--- config.mk ---
export PLATFORM = sky130hd
export DESIGN_NAME = control_unit_flat
export DESIGN_NICKNAME = d
export VERILOG_FILES = /design/src/rtl/cpu_ctrl_pkg.sv /design/src/rtl/control_unit_if.sv /design/src/rtl/ctrl_decode.sv /design/src/rtl/control_unit.sv /design/src/flat_wrapper.sv
export SDC_FILE = /design/constraint.sdc
export NUM_CORES = 1
export LEC_CHECK = 0
export CORE_AREA = 10 10 61 63
export DETAILED_ROUTE_END_ITERATION = 6
export DIE_AREA = 0 0 71 73
export PLACE_DENSITY = 0.85
export SYNTH_ARGS = -nofsm -noshare
export SYNTH_HDL_FRONTEND = slang
export SYNTH_HIERARCHICAL = 1
export SYNTH_SLANG_ARGS = --single-unit
--- constraint.sdc ---
create_clock -name clk -period 3.6 [get_ports clk]
set_input_delay 0.36 -clock clk [delete_from_list [all_inputs] [get_ports clk]]
set_output_delay 0.36 -clock clk [all_outputs]
set_load 0.01 [all_outputs]
--- src/rtl/cpu_ctrl_pkg.sv ---
// Shared definitions for the multicycle CPU control unit: opcodes, FSM states,
// datapath strobe bit positions and the opcode-to-first-execute-state dispatch.
package cpu_ctrl_pkg;

  localparam int CTRL_W = 30;

  localparam logic [4:0] OP_LD   = 5'b00000;
  localparam logic [4:0] OP_LDI  = 5'b00001;
  localparam logic [4:0] OP_ST   = 5'b00010;
  localparam logic [4:0] OP_ADD  = 5'b00011;
  localparam logic [4:0] OP_SUB  = 5'b00100;
  localparam logic [4:0] OP_AND  = 5'b00101;
  localparam logic [4:0] OP_OR   = 5'b00110;
  localparam logic [4:0] OP_ADDI = 5'b01100;
  localparam logic [4:0] OP_ANDI = 5'b01101;
  localparam logic [4:0] OP_ORI  = 5'b01110;
  localparam logic [4:0] OP_BR   = 5'b10010;
  localparam logic [4:0] OP_JR   = 5'b10100;
  localparam logic [4:0] OP_IN   = 5'b10110;
  localparam logic [4:0] OP_OUT  = 5'b10111;
  localparam logic [4:0] OP_MFHI = 5'b11000;
  localparam logic [4:0] OP_MFLO = 5'b11001;
  localparam logic [4:0] OP_NOP  = 5'b11010;
  localparam logic [4:0] OP_HALT = 5'b11011;

  // Bus drivers occupy the low bits so the one-driver rule is a simple mask.
  localparam int CTRL_PCOUT         = 0;
  localparam int CTRL_ZLOWOUT       = 1;
  localparam int CTRL_ZHIGHOUT      = 2;
  localparam int CTRL_MDROUT        = 3;
  localparam int CTRL_YOUT          = 4;
  localparam int CTRL_ROUT_IN       = 5;
  localparam int CTRL_BAOUT         = 6;
  localparam int CTRL_COUT          = 7;
  localparam int CTRL_HIOUT         = 8;
  localparam int CTRL_LOOUT         = 9;
  localparam int CTRL_INPORTOUT     = 10;
  localparam int CTRL_MARIN         = 11;
  localparam int CTRL_INCPC         = 12;
  localparam int CTRL_RAMRD         = 13;
  localparam int CTRL_READ          = 14;
  localparam int CTRL_MDRIN         = 15;
  localparam int CTRL_IRIN          = 16;
  localparam int CTRL_GRA           = 17;
  localparam int CTRL_GRB           = 18;
  localparam int CTRL_GRC           = 19;
  localparam int CTRL_YIN           = 20;
  localparam int CTRL_ZIN           = 21;
  localparam int CTRL_R_ENABLEIN    = 22;
  localparam int CTRL_RAMIN         = 23;
  localparam int CTRL_ENABLECON     = 24;
  localparam int CTRL_PCIN          = 25;
  localparam int CTRL_ENABLEOUTPORT = 26;
  localparam int CTRL_HIIN          = 27;
  localparam int CTRL_LOIN          = 28;
  localparam int CTRL_CLEAR         = 29;

  localparam logic [CTRL_W-1:0] BUS_DRIVER_MASK = 30'h0000_07FF;

  // ld/ldi/st share T3-T4 and ld/st share T5; the held opcode picks the branch.
  typedef enum logic [4:0] {
    S_RESET, S_FETCH0, S_FETCH1, S_FETCH2,
    S_R_T3, S_R_T4, S_R_T5,
    S_I_T3, S_I_T4, S_I_T5,
    S_L_T3, S_L_T4, S_LDI_T5, S_LD_T5, S_LD_T6, S_LD_T7, S_ST_T6, S_ST_T7,
    S_BR0, S_BR1, S_BR2, S_BR3,
    S_JR, S_IN, S_OUT, S_MFHI, S_MFLO,
    S_HALT
  } state_t;

  function automatic state_t dispatch_state(logic [4:0] op);
    state_t s;
    case (op)
      OP_ADD, OP_SUB, OP_AND, OP_OR: s = S_R_T3;
      OP_ADDI, OP_ANDI, OP_ORI:      s = S_I_T3;
      OP_LD, OP_LDI, OP_ST:          s = S_L_T3;
      OP_BR:                         s = S_BR0;
      OP_JR:                         s = S_JR;
      OP_IN:                         s = S_IN;
      OP_OUT:                        s = S_OUT;
      OP_MFHI:                       s = S_MFHI;
      OP_MFLO:                       s = S_MFLO;
      OP_HALT:                       s = S_HALT;
      default:                       s = S_FETCH0;
    endcase
    return s;
  endfunction

endpackage

--- src/rtl/control_unit_if.sv ---
// Control-unit <-> datapath signal bundle; the control unit is the master.
interface control_unit_if;
  logic [4:0]                      opcode;
  logic                            conFF;
  logic [cpu_ctrl_pkg::CTRL_W-1:0] ctrl;
  logic                            run;
  logic [4:0]                      state_dbg;

  modport master (input opcode, conFF, output ctrl, run, state_dbg);
  modport slave  (output opcode, conFF, input ctrl, run, state_dbg);
endinterface

--- src/rtl/ctrl_decode.sv ---
// Moore output decode: FSM state to datapath strobes. conFF only gates PCin in BR3.
module ctrl_decode
  import cpu_ctrl_pkg::*;
(
  input  state_t            state,
  input  logic              con_ff,
  output logic [CTRL_W-1:0] ctrl
);

  always_comb begin
    ctrl = '0;
    case (state)
      S_FETCH0: begin
        ctrl[CTRL_PCOUT] = 1'b1;
        ctrl[CTRL_MARIN] = 1'b1;
        ctrl[CTRL_INCPC] = 1'b1;
        ctrl[CTRL_RAMRD] = 1'b1;
      end
      S_FETCH1, S_LD_T6: begin
        ctrl[CTRL_RAMRD] = 1'b1;
        ctrl[CTRL_READ]  = 1'b1;
        ctrl[CTRL_MDRIN] = 1'b1;
      end
      S_FETCH2: begin
        ctrl[CTRL_MDROUT] = 1'b1;
        ctrl[CTRL_IRIN]   = 1'b1;
      end
      S_R_T3, S_I_T3: begin
        ctrl[CTRL_GRB]     = 1'b1;
        ctrl[CTRL_ROUT_IN] = 1'b1;
        ctrl[CTRL_YIN]     = 1'b1;
      end
      S_R_T4: begin
        ctrl[CTRL_GRC]     = 1'b1;
        ctrl[CTRL_ROUT_IN] = 1'b1;
        ctrl[CTRL_ZIN]     = 1'b1;
      end
      S_I_T4, S_L_T4, S_BR2: begin
        ctrl[CTRL_COUT] = 1'b1;
        ctrl[CTRL_ZIN]  = 1'b1;
      end
      S_R_T5, S_I_T5, S_LDI_T5: begin
        ctrl[CTRL_ZLOWOUT]    = 1'b1;
        ctrl[CTRL_GRA]        = 1'b1;
        ctrl[CTRL_R_ENABLEIN] = 1'b1;
      end
      S_L_T3: begin
        ctrl[CTRL_GRB]   = 1'b1;
        ctrl[CTRL_BAOUT] = 1'b1;
        ctrl[CTRL_YIN]   = 1'b1;
      end
      S_LD_T5: begin
        ctrl[CTRL_ZLOWOUT] = 1'b1;
        ctrl[CTRL_MARIN]   = 1'b1;
      end
      S_LD_T7: begin
        ctrl[CTRL_MDROUT]     = 1'b1;
        ctrl[CTRL_GRA]        = 1'b1;
        ctrl[CTRL_R_ENABLEIN] = 1'b1;
      end
      S_ST_T6: begin
        // Read stays low so MDR latches the register bus, not memory.
        ctrl[CTRL_GRA]     = 1'b1;
        ctrl[CTRL_ROUT_IN] = 1'b1;
        ctrl[CTRL_MDRIN]   = 1'b1;
      end
      S_ST_T7: ctrl[CTRL_RAMIN] = 1'b1;
      S_BR0: begin
        ctrl[CTRL_GRA]       = 1'b1;
        ctrl[CTRL_ROUT_IN]   = 1'b1;
        ctrl[CTRL_ENABLECON] = 1'b1;
      end
      S_BR1: begin
        ctrl[CTRL_PCOUT] = 1'b1;
        ctrl[CTRL_YIN]   = 1'b1;
      end
      S_BR3: begin
        ctrl[CTRL_ZLOWOUT] = 1'b1;
        ctrl[CTRL_PCIN]    = con_ff;
      end
      S_JR: begin
        ctrl[CTRL_GRA]     = 1'b1;
        ctrl[CTRL_ROUT_IN] = 1'b1;
        ctrl[CTRL_PCIN]    = 1'b1;
      end
      S_IN: begin
        ctrl[CTRL_GRA]        = 1'b1;
        ctrl[CTRL_INPORTOUT]  = 1'b1;
        ctrl[CTRL_R_ENABLEIN] = 1'b1;
      end
      S_OUT: begin
        ctrl[CTRL_GRA]           = 1'b1;
        ctrl[CTRL_ROUT_IN]       = 1'b1;
        ctrl[CTRL_ENABLEOUTPORT] = 1'b1;
      end
      S_MFHI: begin
        ctrl[CTRL_GRA]        = 1'b1;
        ctrl[CTRL_HIOUT]      = 1'b1;
        ctrl[CTRL_R_ENABLEIN] = 1'b1;
      end
      S_MFLO: begin
        ctrl[CTRL_GRA]        = 1'b1;
        ctrl[CTRL_LOOUT]      = 1'b1;
        ctrl[CTRL_R_ENABLEIN] = 1'b1;
      end
      default: ctrl = '0;
    endcase
  end

endmodule

--- src/rtl/control_unit.sv ---
// Multicycle CPU sequencer: fetch, opcode dispatch, per-instruction execute steps.
// The opcode must already be stable while in FETCH2, since dispatch happens on that edge.
module control_unit
  import cpu_ctrl_pkg::*;
(
  input  logic            clk,
  input  logic            rst,
  control_unit_if.master  bus
);

  state_t            state;
  state_t            state_next;
  logic [CTRL_W-1:0] ctrl;

  always_ff @(posedge clk) begin
    if (rst) state <= S_RESET;
    else     state <= state_next;
  end

  always_comb begin
    state_next = state;
    case (state)
      S_RESET:  state_next = S_FETCH0;
      S_FETCH0: state_next = S_FETCH1;
      S_FETCH1: state_next = S_FETCH2;
      S_FETCH2: state_next = dispatch_state(bus.opcode);
      S_R_T3:   state_next = S_R_T4;
      S_R_T4:   state_next = S_R_T5;
      S_I_T3:   state_next = S_I_T4;
      S_I_T4:   state_next = S_I_T5;
      S_L_T3:   state_next = S_L_T4;
      S_L_T4:   state_next = (bus.opcode == OP_LDI) ? S_LDI_T5 : S_LD_T5;
      S_LD_T5:  state_next = (bus.opcode == OP_ST) ? S_ST_T6 : S_LD_T6;
      S_LD_T6:  state_next = S_LD_T7;
      S_ST_T6:  state_next = S_ST_T7;
      S_BR0:    state_next = S_BR1;
      S_BR1:    state_next = S_BR2;
      S_BR2:    state_next = S_BR3;
      S_R_T5, S_I_T5, S_LDI_T5, S_LD_T7, S_ST_T7, S_BR3,
      S_JR, S_IN, S_OUT, S_MFHI, S_MFLO:
                state_next = S_FETCH0;
      S_HALT:   state_next = S_HALT;
      default:  state_next = S_RESET;
    endcase
  end

  ctrl_decode u_decode (
    .state  (state),
    .con_ff (bus.conFF),
    .ctrl   (ctrl)
  );

  assign bus.ctrl      = ctrl;
  assign bus.run       = (state != S_HALT);
  assign bus.state_dbg = state;

endmodule
--- src/flat_wrapper.sv ---
// flat-port wrapper written by rule: the top's interface ports become plain ports
module control_unit_flat import cpu_ctrl_pkg::*;
  (clk, rst, bus_opcode, bus_conFF, bus_ctrl, bus_run, bus_state_dbg);
  control_unit_if bus_i ();
  input  logic clk;
  input  logic rst;
  input wire logic [$bits(bus_i.opcode)-1:0] bus_opcode;
  input wire logic [$bits(bus_i.conFF)-1:0] bus_conFF;
  output wire logic [$bits(bus_i.ctrl)-1:0] bus_ctrl;
  output wire logic [$bits(bus_i.run)-1:0] bus_run;
  output wire logic [$bits(bus_i.state_dbg)-1:0] bus_state_dbg;
  assign bus_i.opcode = bus_opcode;
  assign bus_i.conFF = bus_conFF;
  assign bus_ctrl = bus_i.ctrl;
  assign bus_run = bus_i.run;
  assign bus_state_dbg = bus_i.state_dbg;
  control_unit u_core (.clk(clk), .rst(rst), .bus(bus_i));
endmodule
**Word level (Yosys, flattened, before mapping)**

Memory sizes are Yosys's and may differ from the RTL's.
Cells that the tools add are included.

- Logic and storage cells: 76
- RAM bits: 0
- Input bits: 8
- Bits in registers: 5
- Output and inout port bits: 36
- Latch bits: 0
- ROM bits: 160
- Memories kept: 1

- Bitwise logic cells: 0
- $lt $le $gt $ge: 0
- Equality and inequality tests: 30
- Add/sub/neg operators: 0
- Multipliers: 0
- Muxes and demuxes: 28
- Shifts and indexed selects: 0
- Divide/modulo/power cells: 0
- Reduce and logical (&&, ||, !) cells: 16

Memory list:

| name | words | width | read ports | clocked after Yosys merged registers in | wr ports | RTL line | source |
|---|---|---|---|---|---|---|---|
| (no name shown) | 32 | 5 | 1 | 0 | 0 | cpu_ctrl_pkg.sv:73 | `case (op)` |

Operators with widths:

| kind | number |
|---|---|
| $pmux W5 S17 | 1 |
| $eq A5 B5 Y1 const B | 12 |
| $eq A5 B4 Y1 const B | 8 |
| $mux W1 | 25 |
| $eq A5 B3 Y1 const B | 4 |
| $eq A5 B2 Y1 const B | 3 |
| $reduce_or A7 Y1 | 2 |
| $reduce_or A12 Y1 | 1 |
| $reduce_or A3 Y1 | 4 |
| $reduce_or A11 Y1 | 1 |
| $eq A5 B1 Y1 const B | 2 |
| $reduce_or A2 Y1 | 4 |
| $reduce_or A4 Y1 | 2 |
| $logic_not A5 Y1 | 1 |
| $mux W5 | 1 |
| $ne A5 B5 Y1 const B | 1 |
| $reduce_or A5 Y1 | 1 |
| $pmux W1 S2 | 1 |

**Longest topological paths before layout**

Gate-level depths: netlist of the first run.

- Word-level depth: 3
- Gate-level depth with buffers: 6
- Depth with buffers taken out: 6

**Hierarchy**

The synthesis of the first run kept the hierarchy.

Modules (own cells, without submodules):

| module | cells an instance | times used | area an instance (um2) | sequential area each (um2) |
|---|---|---|---|---|
| control_unit | 93 | 1 | 689.4 | 100.1 |
| ctrl_decode | 85 | 1 | 534.3 | 0.0 |

**Worst setup path before layout of the first run**

Ideal clock, no wire load.

- Path kind: register -> output
- Start point: reg u_core.state[4], in the netlist u_core/bus.state_dbg[4]
- End point: out bus_ctrl[26]
- Path buffers: 2
- Data arrival time: 1.386 ns
- Slack: 1.854 ns
- Required time: 3.240 ns
- Cell stages (with the launch flop): 5
- Path through: dfxtp_1 -> buf_2 -> buf_2 -> nand3b_1 -> nor3_1

- Word-level cells in the longest chain between the ends: 2

RTL lines:

| element | RTL line | source |
|---|---|---|
| start, declared | control_unit.sv:11 | `state_t state;` |
| start signal, assigned | control_unit.sv:17 | `else state <= state_next;` |
| $eq A5 B5 Y1 | ctrl_decode.sv:12 | `case (state)` |
| $mux W1 | ctrl_decode.sv:12 |  |
| end, declared | flat_wrapper.sv:9 | `output wire logic [$bits(bus_i.ctrl)-1:0] bus_ctrl;` |

Every way passes these cells.

**Worst setup path in the final report of the first run**

- Start point: reg u_core.state[2], in the netlist u_core/bus.state_dbg[2]
- End point: out bus_ctrl[17]

- Word-level cells in the longest chain between the ends: 3
- Elaborated cells between the ends (all ways): 13
- Classes of those cells: eq/ne (11); mux (1); reduce/logical (1)

RTL lines:

| element | RTL line |
|---|---|
| $eq A5 B5 Y1, or another cell as far along | ctrl_decode.sv:12 |
| $reduce_or A11 Y1 (no source line) (*) | n/a |
| $mux W1 (*) | ctrl_decode.sv:12 |

Every way passes the cells marked *; elsewhere a longest branch is shown, timed or not.

==> flow_metrics.env, run 1 <==
export IMPL_outcome="complete, no violations"
export IMPL_drive_gt1_share_pct=6.37
export IMPL_slew_headroom_pct=37.4
export IMPL_grt_setup_unrepaired="no"
export IMPL_num_io_pins=44
export IMPL_timing_setup_tns_ps=0
export IMPL_ys_seq_area_share_pct=8.18
export IMPL_multiInputGateArea_um2=981
export IMPL_ys_seq_elements=5
export IMPL_hp_class="input port to flop"
export IMPL_max_freq_mhz=362
export IMPL_cts_resized_gates=0
export IMPL_synth_area_um2=1220
export IMPL_synthSimpleGateAreaFrac_pct=39.7
export IMPL_dpl_hpwl_um=2630
export IMPL_largest_register_ffs=5
export IMPL_die_h_um=73
export IMPL_synth_top_family_by_area="simple AND/OR/NAND/NOR gates"
export IMPL_synth_edf_count=0
export IMPL_final_max_slew_violation_count=0
export IMPL_fin_crit_ps=2770
export IMPL_cts_hold_buf=0
export IMPL_synthArstFlopShare_pct=0
export IMPL_dieArea_um2=5180
export IMPL_cts_setup_buffers=0
export IMPL_initial_core_util_pct=46.8
export IMPL_critical_path_class="flop to output port"
export IMPL_route_detailed_wl_per_inst_um=15.3
export IMPL_yosys_area_share_adder_pct=5.11
export IMPL_start_kind="flop"
export IMPL_port_buffers=38
export IMPL_routed_wl_um=3590
export IMPL_synth_compound_area_share_pct=28.3
export IMPL_clk_pin_slew_ps=40
export IMPL_drc=0
export IMPL_holdWs_ps=812
export IMPL_worst_slew_pin_slew_ps=938
export IMPL_final_antenna_net_count=0
export IMPL_final_setup_viol_count=0
export IMPL_clock_sinks=5
export IMPL_gp_congestion=0.896
export IMPL_core_area_um2=2620
export IMPL_clk_path_buf_depth=2
export IMPL_grt_pass1_wl_um=5850
export IMPL_crit_required_ps=3240
export IMPL_synth_xor_area_share_pct=2.86
export IMPL_fp_row_count=19
export IMPL_vias=1433
export IMPL_antenna_found_initial=0
export IMPL_ys_flop_type="dfxtp_1"
export IMPL_nNetsFinal=218
export IMPL_worst_path_max_fanout=19
export IMPL_syn_to_final_growth_pct=29.3
export IMPL_vdd_drop_max_mv=0.326
export IMPL_finClkSkew_ps=9.31
export IMPL_h_tree_depth=1
export IMPL_yosys_warnings=6
export IMPL_clock_root_buffer="clkbuf_4"
export IMPL_grt_max_degree=33
export IMPL_fillCellCount=233
export IMPL_fin_crit_sh_pct=76.8
export IMPL_via_per_inst=6.10
export IMPL_arrival_ps=2410
export IMPL_finalHoldViolCount=0
export IMPL_synth_mux_area_share_pct=2.66
export IMPL_numCtsBuffers=3
export IMPL_grt_pass1_vias=1266
export IMPL_worstSkewPairLatency_ps=240
export IMPL_chipWidth_um=71
export IMPL_drt_iter0_markers=108
export IMPL_cap_viol_max_count=0
export IMPL_diodes=0
export IMPL_postSynthAreaPerCell_um2=6.87
export IMPL_final_cell_mix="clkdlybuf4s50_1, nor2_1, a21oi_1, nor3_1, nand3b_1"
export IMPL_cts_tree="built"
export IMPL_seqCellArea_um2=100
export IMPL_grt_usage_pct=12.8
export IMPL_netlist_instances=178
export IMPL_p_leak_nw=0.575
export IMPL_power_density_nw_per_um2=262
export IMPL_gr_total_overflow=0
export IMPL_yosysUniqueCellTypes=58
export IMPL_final_common_cell="clkdlybuf4s50_1"
export IMPL_end_kind="output port"
export IMPL_first_pass_iters=4
worst max-delay path, cell delays in order, from the launching register on:
cell,delay [ps]
dfxtp_1,650
buf_4,310
nor4b_1,400
o31ai_1,140
o211ai_1,100
clkdlybuf4s50_1,560
through the flow:
stage | setup slack (ps) | area, µm² | utilization [%] | power [mW] | instances
after floorplan | 1850 | 1240 | - | 0.251 | 182
after global placement | 1140 | 1560 | 59.5 | 0.345 | 231
after detailed placement | 1120 | 1560 | 59.5 | 0.348 | 231
after CTS | 855 | 1580 | 60.5 | 0.416 | 235
after global routing | 634 | 1580 | 60.5 | 0.453 | 235
final | 835 | 1580 | 60.5 | 0.415 | 235
logic make-up after synthesis:
family	count (synthesis)
DFF	5
and+or+nand+nor	81
buffers and inverters	31
AOI/OAI and AO/OA	48
xor gates and xnor gates	4
adders and majority gates	5
other	1
muxes	3
layout make-up:
class | count | area share, %
inverters | 7 | 1.66
well taps | 31 | 2.45
repair buffers | 42 | 25.9
clock buffers | 4 | 1.66
multi-input cells | 146 | 62.0
flip-flops and latches | 5 | 6.32
worst paths after layout:
path	start	endpoint	slack, ps	depth (start not counted)
worst max-delay path	u_core/bus.state_dbg[2]	bus_ctrl[17]	830	5
worst min register to register	u_core/bus.state_dbg[1]	u_core/bus.state_dbg[3]	850	2
worst max register to register	u_core/bus.state_dbg[4]	u_core/bus.state_dbg[2]	1580	5
worst min-delay path	rst	u_core/bus.state_dbg[2]	810	2
metal layers:
metal / wire length (µm) / part of all wire, % / up-vias / global-route usage, %
met1: 1530 / 43 / 675 / 15.9
li1: - / - / 698 / -
met2: 1820 / 51 / 54 / 21.6
met5: 0 / 0 / - / 0
met4: 44 / 1.2 / 0 / 4.30
met3: 192 / 5.4 / 6 / 2.59
power breakdown:
group	switching (mW)	total, mW	internal [mW]
sequential	0.0401	0.102	0.0620
combinational	0.123	0.247	0.124
clock	0.0236	0.0655	0.0419
total	0.187	0.415	0.228
synthesized netlist by cell type (2+ instances only):
cell / instances / share of area [%]
a31oi_1: 3 / 1.5
mux2_2: 2 / 1.8
buf_4: 5 / 3.1
and3b_1: 2 / 1.4
o211ai_1: 2 / 1.2
a21oi_1: 11 / 4.5
nor4bb_1: 2 / 1.6
a32oi_1: 2 / 1.4
o22ai_1: 2 / 1.0
nor2b_1: 5 / 2.6
or3b_1: 5 / 3.6
nand2_1: 7 / 2.1
nand3_1: 7 / 2.9
ha_1: 5 / 5.1
inv_1: 7 / 2.1
dfxtp_1: 5 / 8.2
nor4_1: 2 / 1.0
nor2_1: 15 / 4.6
buf_2: 11 / 4.5
nor3_1: 11 / 4.5
o21ai_1: 3 / 1.2
a21o_1: 2 / 1.2
o21ai_0: 2 / 0.82
clkbuf_1: 6 / 1.8
xor2_1: 3 / 2.1
o31ai_1: 4 / 2.5
nand3b_1: 8 / 4.9
nand2b_1: 7 / 3.6
o21a_1: 2 / 1.2
nand4b_1: 2 / 1.4
(Power assumes the default switching activity.)
==> run 2: changes to the inputs <==
- CORE_AREA: 10 10 61 63 -> 10 10 66 68
- DIE_AREA: 0 0 71 73 -> 0 0 76 78
- PLACE_DENSITY: 0.85 -> 0.75
- clock period: 3.6 -> 2.3 ns (I/O delays scaled with it)
==> run 2 against run 1 <==
Clock power increased by 60%. Utilization decreased by 7.0 points. Hold slack got worse by 170 ps. Critical path type unchanged. Largest power group unchanged. Global-route usage decreased by 1.3 points. Sequential power increased by 28%. Final cell count increased by 11%. Largest cell class unchanged. Register-to-register slack got worse by 900 ps. Combinational power increased by 81%. Highest routed layer unchanged.
==> flow_metrics.env, run 2 (same netlist as run 1, synthesis figures left out) <==
export IMPL_fin_crit_ps=2170
export IMPL_fp_row_count=21
export IMPL_seqCellArea_um2=105
export IMPL_grt_max_degree=22
export IMPL_wl_met2_um=1830
export IMPL_r2r_end="u_core/bus.state_dbg[3]"
export IMPL_crit_required_ps=2070
export IMPL_numCtsBuffers=3
export IMPL_final_setup_viol_count=0
export IMPL_chipWidth_um=76
export IMPL_syn_to_final_growth_pct=39.0
export IMPL_timing_setup_tns_ps=0
export IMPL_wl_met3_um=195
export IMPL_drive_gt1_share_pct=13.5
export IMPL_cap_viol_max_count=0
export IMPL_grt_pass1_vias=1301
export IMPL_power_density_nw_per_um2=402
export IMPL_multiInputGateArea_um2=987
export IMPL_final_common_cell="clkdlybuf4s50_1"
export IMPL_start_kind="flop"
export IMPL_hold_end="u_core/bus.state_dbg[2]"
export IMPL_sequentialPowerShare_pct=19.2
export IMPL_first_pass_iters=4
export IMPL_largest_register_ffs=5
export IMPL_worstSkewPairLatency_ps=240
export IMPL_arrival_ps=1940
export IMPL_final_util_pct=53.5
export IMPL_whs_path_depth=2
export IMPL_drc=0
export IMPL_met1_length_um=1640
export IMPL_die_h_um=78
export IMPL_dpl_hpwl_um=2930
export IMPL_max_freq_mhz=462
export IMPL_clock_sinks=5
export IMPL_finClkSkew_ps=1.20
export IMPL_regToRegStartpoint="u_core/bus.state_dbg[2]"
export IMPL_clk_pin_slew_ps=50
export IMPL_fin_crit_sh_pct=94.2
export IMPL_h_tree_depth=1
export IMPL_worst_path_max_fanout=9
export IMPL_switchingPower_mw=0.300
export IMPL_outcome="complete, no violations"
export IMPL_final_max_slew_violation_count=0
export IMPL_critical_path_class="flop to output port"
export IMPL_core_area_um2=3180
export IMPL_vdd_drop_max_mv=0.369
export IMPL_cts_hold_buf=0
export IMPL_num_io_pins=44
export IMPL_final_cell_mix="clkdlybuf4s50_1, nor2_1, buf_4"
export IMPL_antenna_found_initial=0
export IMPL_highest_layer="met4"
export IMPL_combPwrFrac_pct=65.4
export IMPL_hp_class="input port to flop"
export IMPL_clk_path_buf_depth=2
export IMPL_internal_power_mw=0.384
export IMPL_finalHoldViolCount=0
export IMPL_end_kind="output port"
export IMPL_gr_total_overflow=0
export IMPL_r2r_slack_ps=680
export IMPL_diodes=0
export IMPL_dieArea_um2=5930
export IMPL_initial_core_util_pct=38.5
export IMPL_route_detailed_wl_per_inst_um=14.2
export IMPL_min_delay_start="rst"
export IMPL_fillCellCount=299
export IMPL_gp_congestion=0.936
export IMPL_routed_wl_um=3700
export IMPL_grt_usage_pct=11.6
export IMPL_final_antenna_net_count=0
export IMPL_switching_share_pct=43.9
export IMPL_clkPwrFrac_pct=15.4
export IMPL_drt_iter0_markers=104
export IMPL_grt_setup_unrepaired="no"
export IMPL_cts_tree="built"
export IMPL_reg2reg_depth=6
export IMPL_clock_root_buffer="clkbuf_4"
export IMPL_vias=1452
export IMPL_nNetsFinal=229
export IMPL_p_leak_nw=0.658
export IMPL_port_buffers=38
export IMPL_via_per_inst=5.56
export IMPL_grt_pass1_wl_um=6070
run 2: cell count changes in the layout (fill, tap and decap cells not counted), sizes merged:
cell	before	now
dlymetal6s2s	0	1
dlygate4sd2	0	1
buf	4	15
clkdlybuf4s50	38	36
run 2: repair_timing:
action / 4_1_cts / 5_1_grt
gates resized for setup: 3 / 5
gates cloned: 0 / 0
buffers inserted: 0 / 0
setup endpoints to repair: 3 / 16
pin swaps: 0 / 0
run 2: metal layers:
layer / track usage (%) / vias to the layer above
li1: - / 722
met1: 13.7 / 684
met2: 20.2 / 42
met3: 3.11 / 4
met4: 3.03 / 0
met5: 0 / -
run 2: power by group through the flow:
stage	clock, mW	sequential [mW]	combinational [mW]
4_1_cts	0.108	0.129	0.445
3_5_place_dp	0	0.129	0.444
3_3_place_gp	0	0.129	0.443
2_1_floorplan	0	0.118	0.276
6_report	0.105	0.131	0.448
5_1_grt	0.120	0.137	0.486
run 2: worst max-delay path by stage:
stage / startpoint / end / cells past startpoint
after floorplan: u_core/bus.state_dbg[4] / bus_ctrl[26] / 4
after global placement: u_core/bus.state_dbg[3] / bus_ctrl[21] / 4
after detailed placement: u_core/bus.state_dbg[3] / bus_ctrl[21] / 4
after CTS: u_core/bus.state_dbg[1] / bus_ctrl[22] / 5
after global routing: u_core/bus.state_dbg[4] / bus_ctrl[22] / 4
final: u_core/bus.state_dbg[4] / bus_ctrl[20] / 4
run 2: per-stage QoR:
stage | std cells | hold slack [ps] | setup WS, ps | power, mW | instance area (µm²)
floorplan | 182 | 309 | 684 | 0.393 | 1240
detailed placement | 257 | 788 | 187 | 0.573 | 1660
global route | 261 | 675 | 17.1 | 0.743 | 1700
global placement | 257 | 760 | 256 | 0.573 | 1660
finish | 261 | 647 | 134 | 0.684 | 1700
CTS | 261 | 661 | 21.1 | 0.682 | 1690
run 2: worst max-delay path, cell delays in order (launching register included):
cell,delay [ps]
dfxtp_1,380
or3b_1,440
o22ai_1,190
a22o_1,150
clkdlybuf4s50_1,530
run 2: cell type report:
class	count	share of cell area, %
Clock buffer	4	1.55
Tap cell	46	3.38
Sequential cell	5	6.18
Multi-Input combinational cell	146	58.1
Timing Repair Buffer	53	29.3
Inverter	7	1.55
==> run 3: changes to the inputs <==
- CORE_AREA: 10 10 66 68 -> 10 10 69 65
- DIE_AREA: 0 0 76 78 -> 0 0 79 75
==> run 3 against run 2 <==
Maximum frequency fell by 1.3%. Register-to-register slack gained 100 ps. Die area barely moved. Non-clock buffer count increased by 1. Cell area did not move. Sequential power decreased by 5%.
==> flow_metrics.env, run 3 (same netlist as run 1, synthesis figures left out) <==
export IMPL_switching_share_pct=43.1
export IMPL_largest_register_ffs=5
export IMPL_crit_required_ps=2070
export IMPL_finClkSkew_ps=3.22
export IMPL_worst_path_max_fanout=13
export IMPL_holdWs_ps=644
export IMPL_arrival_ps=1970
export IMPL_final_max_slew_violation_count=0
export IMPL_grt_pass1_wl_um=5980
export IMPL_critical_path_class="flop to output port"
export IMPL_cp_startpoint="u_core/bus.state_dbg[2]"
export IMPL_cpPeakStageDelay_ps=580
export IMPL_first_pass_iters=4
export IMPL_final_setup_viol_count=0
export IMPL_initial_core_util_pct=40.2
export IMPL_syn_to_final_growth_pct=39.0
export IMPL_r2r_end="u_core/bus.state_dbg[3]"
export IMPL_critPathBufInv=1
export IMPL_worstSkewPairLatency_ps=240
export IMPL_start_kind="flop"
export IMPL_switchingPower_mw=0.292
export IMPL_p_leak_nw=0.657
export IMPL_grt_usage_pct=11.7
export IMPL_nNetsFinal=230
export IMPL_grt_pass1_vias=1234
export IMPL_outcome="complete, no violations"
export IMPL_grt_setup_unrepaired="no"
export IMPL_cap_viol_max_count=0
export IMPL_r2r_slack_ps=780
export IMPL_reg2reg_depth=5
export IMPL_place_inst=254
export IMPL_gp_congestion=0.842
export IMPL_routed_wl_um=3640
export IMPL_fin_total_pwr_mw=0.676
export IMPL_fp_row_count=19
export IMPL_final_area_um2=1700
export IMPL_vias=1422
export IMPL_drive_gt1_share_pct=13.9
export IMPL_clkPwrFrac_pct=14.8
export IMPL_gr_total_overflow=0
export IMPL_num_io_pins=44
export IMPL_cts_tree="built"
export IMPL_min_delay_start="rst"
export IMPL_h_tree_depth=1
export IMPL_clock_sinks=5
export IMPL_route_detailed_wl_per_inst_um=14.1
export IMPL_end_kind="output port"
export IMPL_final_common_cell="clkdlybuf4s50_1"
export IMPL_final_cell_mix="clkdlybuf4s50_1, buf_4, nor2_1"
export IMPL_path_delay_family="buffers and inverters"
export IMPL_place_area_um2=1660
export IMPL_diodes=0
export IMPL_whs_path_depth=2
export IMPL_drt_iter0_markers=158
export IMPL_clk_pin_slew_ps=40
export IMPL_power_density_nw_per_um2=398
export IMPL_fin_cells=258
export IMPL_dieArea_um2=5930
export IMPL_drc=0
export IMPL_numCtsBuffers=3
export IMPL_port_buffers=38
export IMPL_cpMaxStageDelayCell="clkdlybuf4s50_1"
export IMPL_hold_end="u_core/bus.state_dbg[2]"
export IMPL_die_h_um=75
export IMPL_grt_max_degree=22
export IMPL_clk_path_buf_depth=2
export IMPL_chipWidth_um=79
export IMPL_regToRegStartpoint="u_core/bus.state_dbg[2]"
export IMPL_fin_crit_sh_pct=95.4
export IMPL_combPwrFrac_pct=66.8
export IMPL_finalHoldViolCount=0
export IMPL_clock_root_buffer="clkbuf_4"
export IMPL_via_per_inst=5.51
export IMPL_internal_power_mw=0.385
export IMPL_path_cells="or3b_1 -> a211o_1 -> o31ai_1 -> clkdlybuf4s50_1"
export IMPL_fin_crit_ps=2200
export IMPL_sequentialPowerShare_pct=18.4
export IMPL_core_area_um2=3040
export IMPL_antenna_found_initial=0
export IMPL_hp_class="input port to flop"
export IMPL_timing_setup_tns_ps=0
export IMPL_max_freq_mhz=456
export IMPL_vdd_drop_max_mv=0.363
export IMPL_dpl_hpwl_um=2910
export IMPL_final_antenna_net_count=0
[run 3: changes by cell type in the layout (fill, tap and decap cells not counted)]
cell / previous run / this run
buf_4: 14 / 16
buf_6: 1 / 0
clkdlybuf4s50_1: 36 / 37
dlygate4sd2_1: 1 / 0
[run 3: area by class of cell]
class,instances,area (µm²)
timing repair buffer,54,503
multi-input combinational,146,987
sequential,5,105
inverter,7,26.3
clock buffer,4,26.3
tap,42,52.6
fill,300,1340
[run 3: power groups by stage]
stage                     sequential (mW)  combinational, mW  clock (mW)
final                               0.124              0.452       0.100
after global routing                0.129              0.495       0.112
after CTS                           0.121              0.452       0.103
after detailed placement            0.123              0.451           0
after global placement              0.122              0.448           0
after floorplan                     0.118              0.276           0
[run 3: repair_timing]
action / 4_1_cts / 5_1_grt
pin swaps: 0 / 0
resized for setup: 1 / 5
hold buffers: 0 / 0
hold endpoints to repair: 0 / 0
buffers inserted: 0 / 0
endpoints found under the setup margin: 2 / 10
[run 3: through the flow]
| stage | setup WS (ps) | util (%) |
|---|---|---|
| 2_1_floorplan | 684 | - |
| 3_3_place_gp | 74.5 | 54.6 |
| 3_5_place_dp | 59.9 | 54.6 |
| 4_1_cts | 9.07 | 55.5 |
| 5_1_grt | 4.78 | 55.9 |
| 6_report | 105 | 55.9 |
[run 3: worst max-delay path by stage]
stage / cells after the start / to / slack, ps
after global placement: 7 / u_core/bus.state_dbg[2] / 70
after CTS: 4 / bus_ctrl[21] / 9
final: 4 / bus_ctrl[7] / 100
after global routing: 5 / bus_ctrl[1] / 5
after detailed placement: 7 / u_core/bus.state_dbg[2] / 60
after floorplan: 4 / bus_ctrl[26] / 680
[run 3: worst reg2reg max path: stages (launching register included)]
cell and delay [ps]:
dfxtp_2 440, buf_4 220, nor2b_1 220, nor4bb_1 320, o31ai_1 110, a21boi_1 130
[run 3: metal layers]
metal / part of all wire (%) / global-route usage, %
met3: 7.6 / 3.45
met2: 47 / 18.6
met1: 45 / 16.0
met4: 0.14 / 0.199
met5: 0 / 0
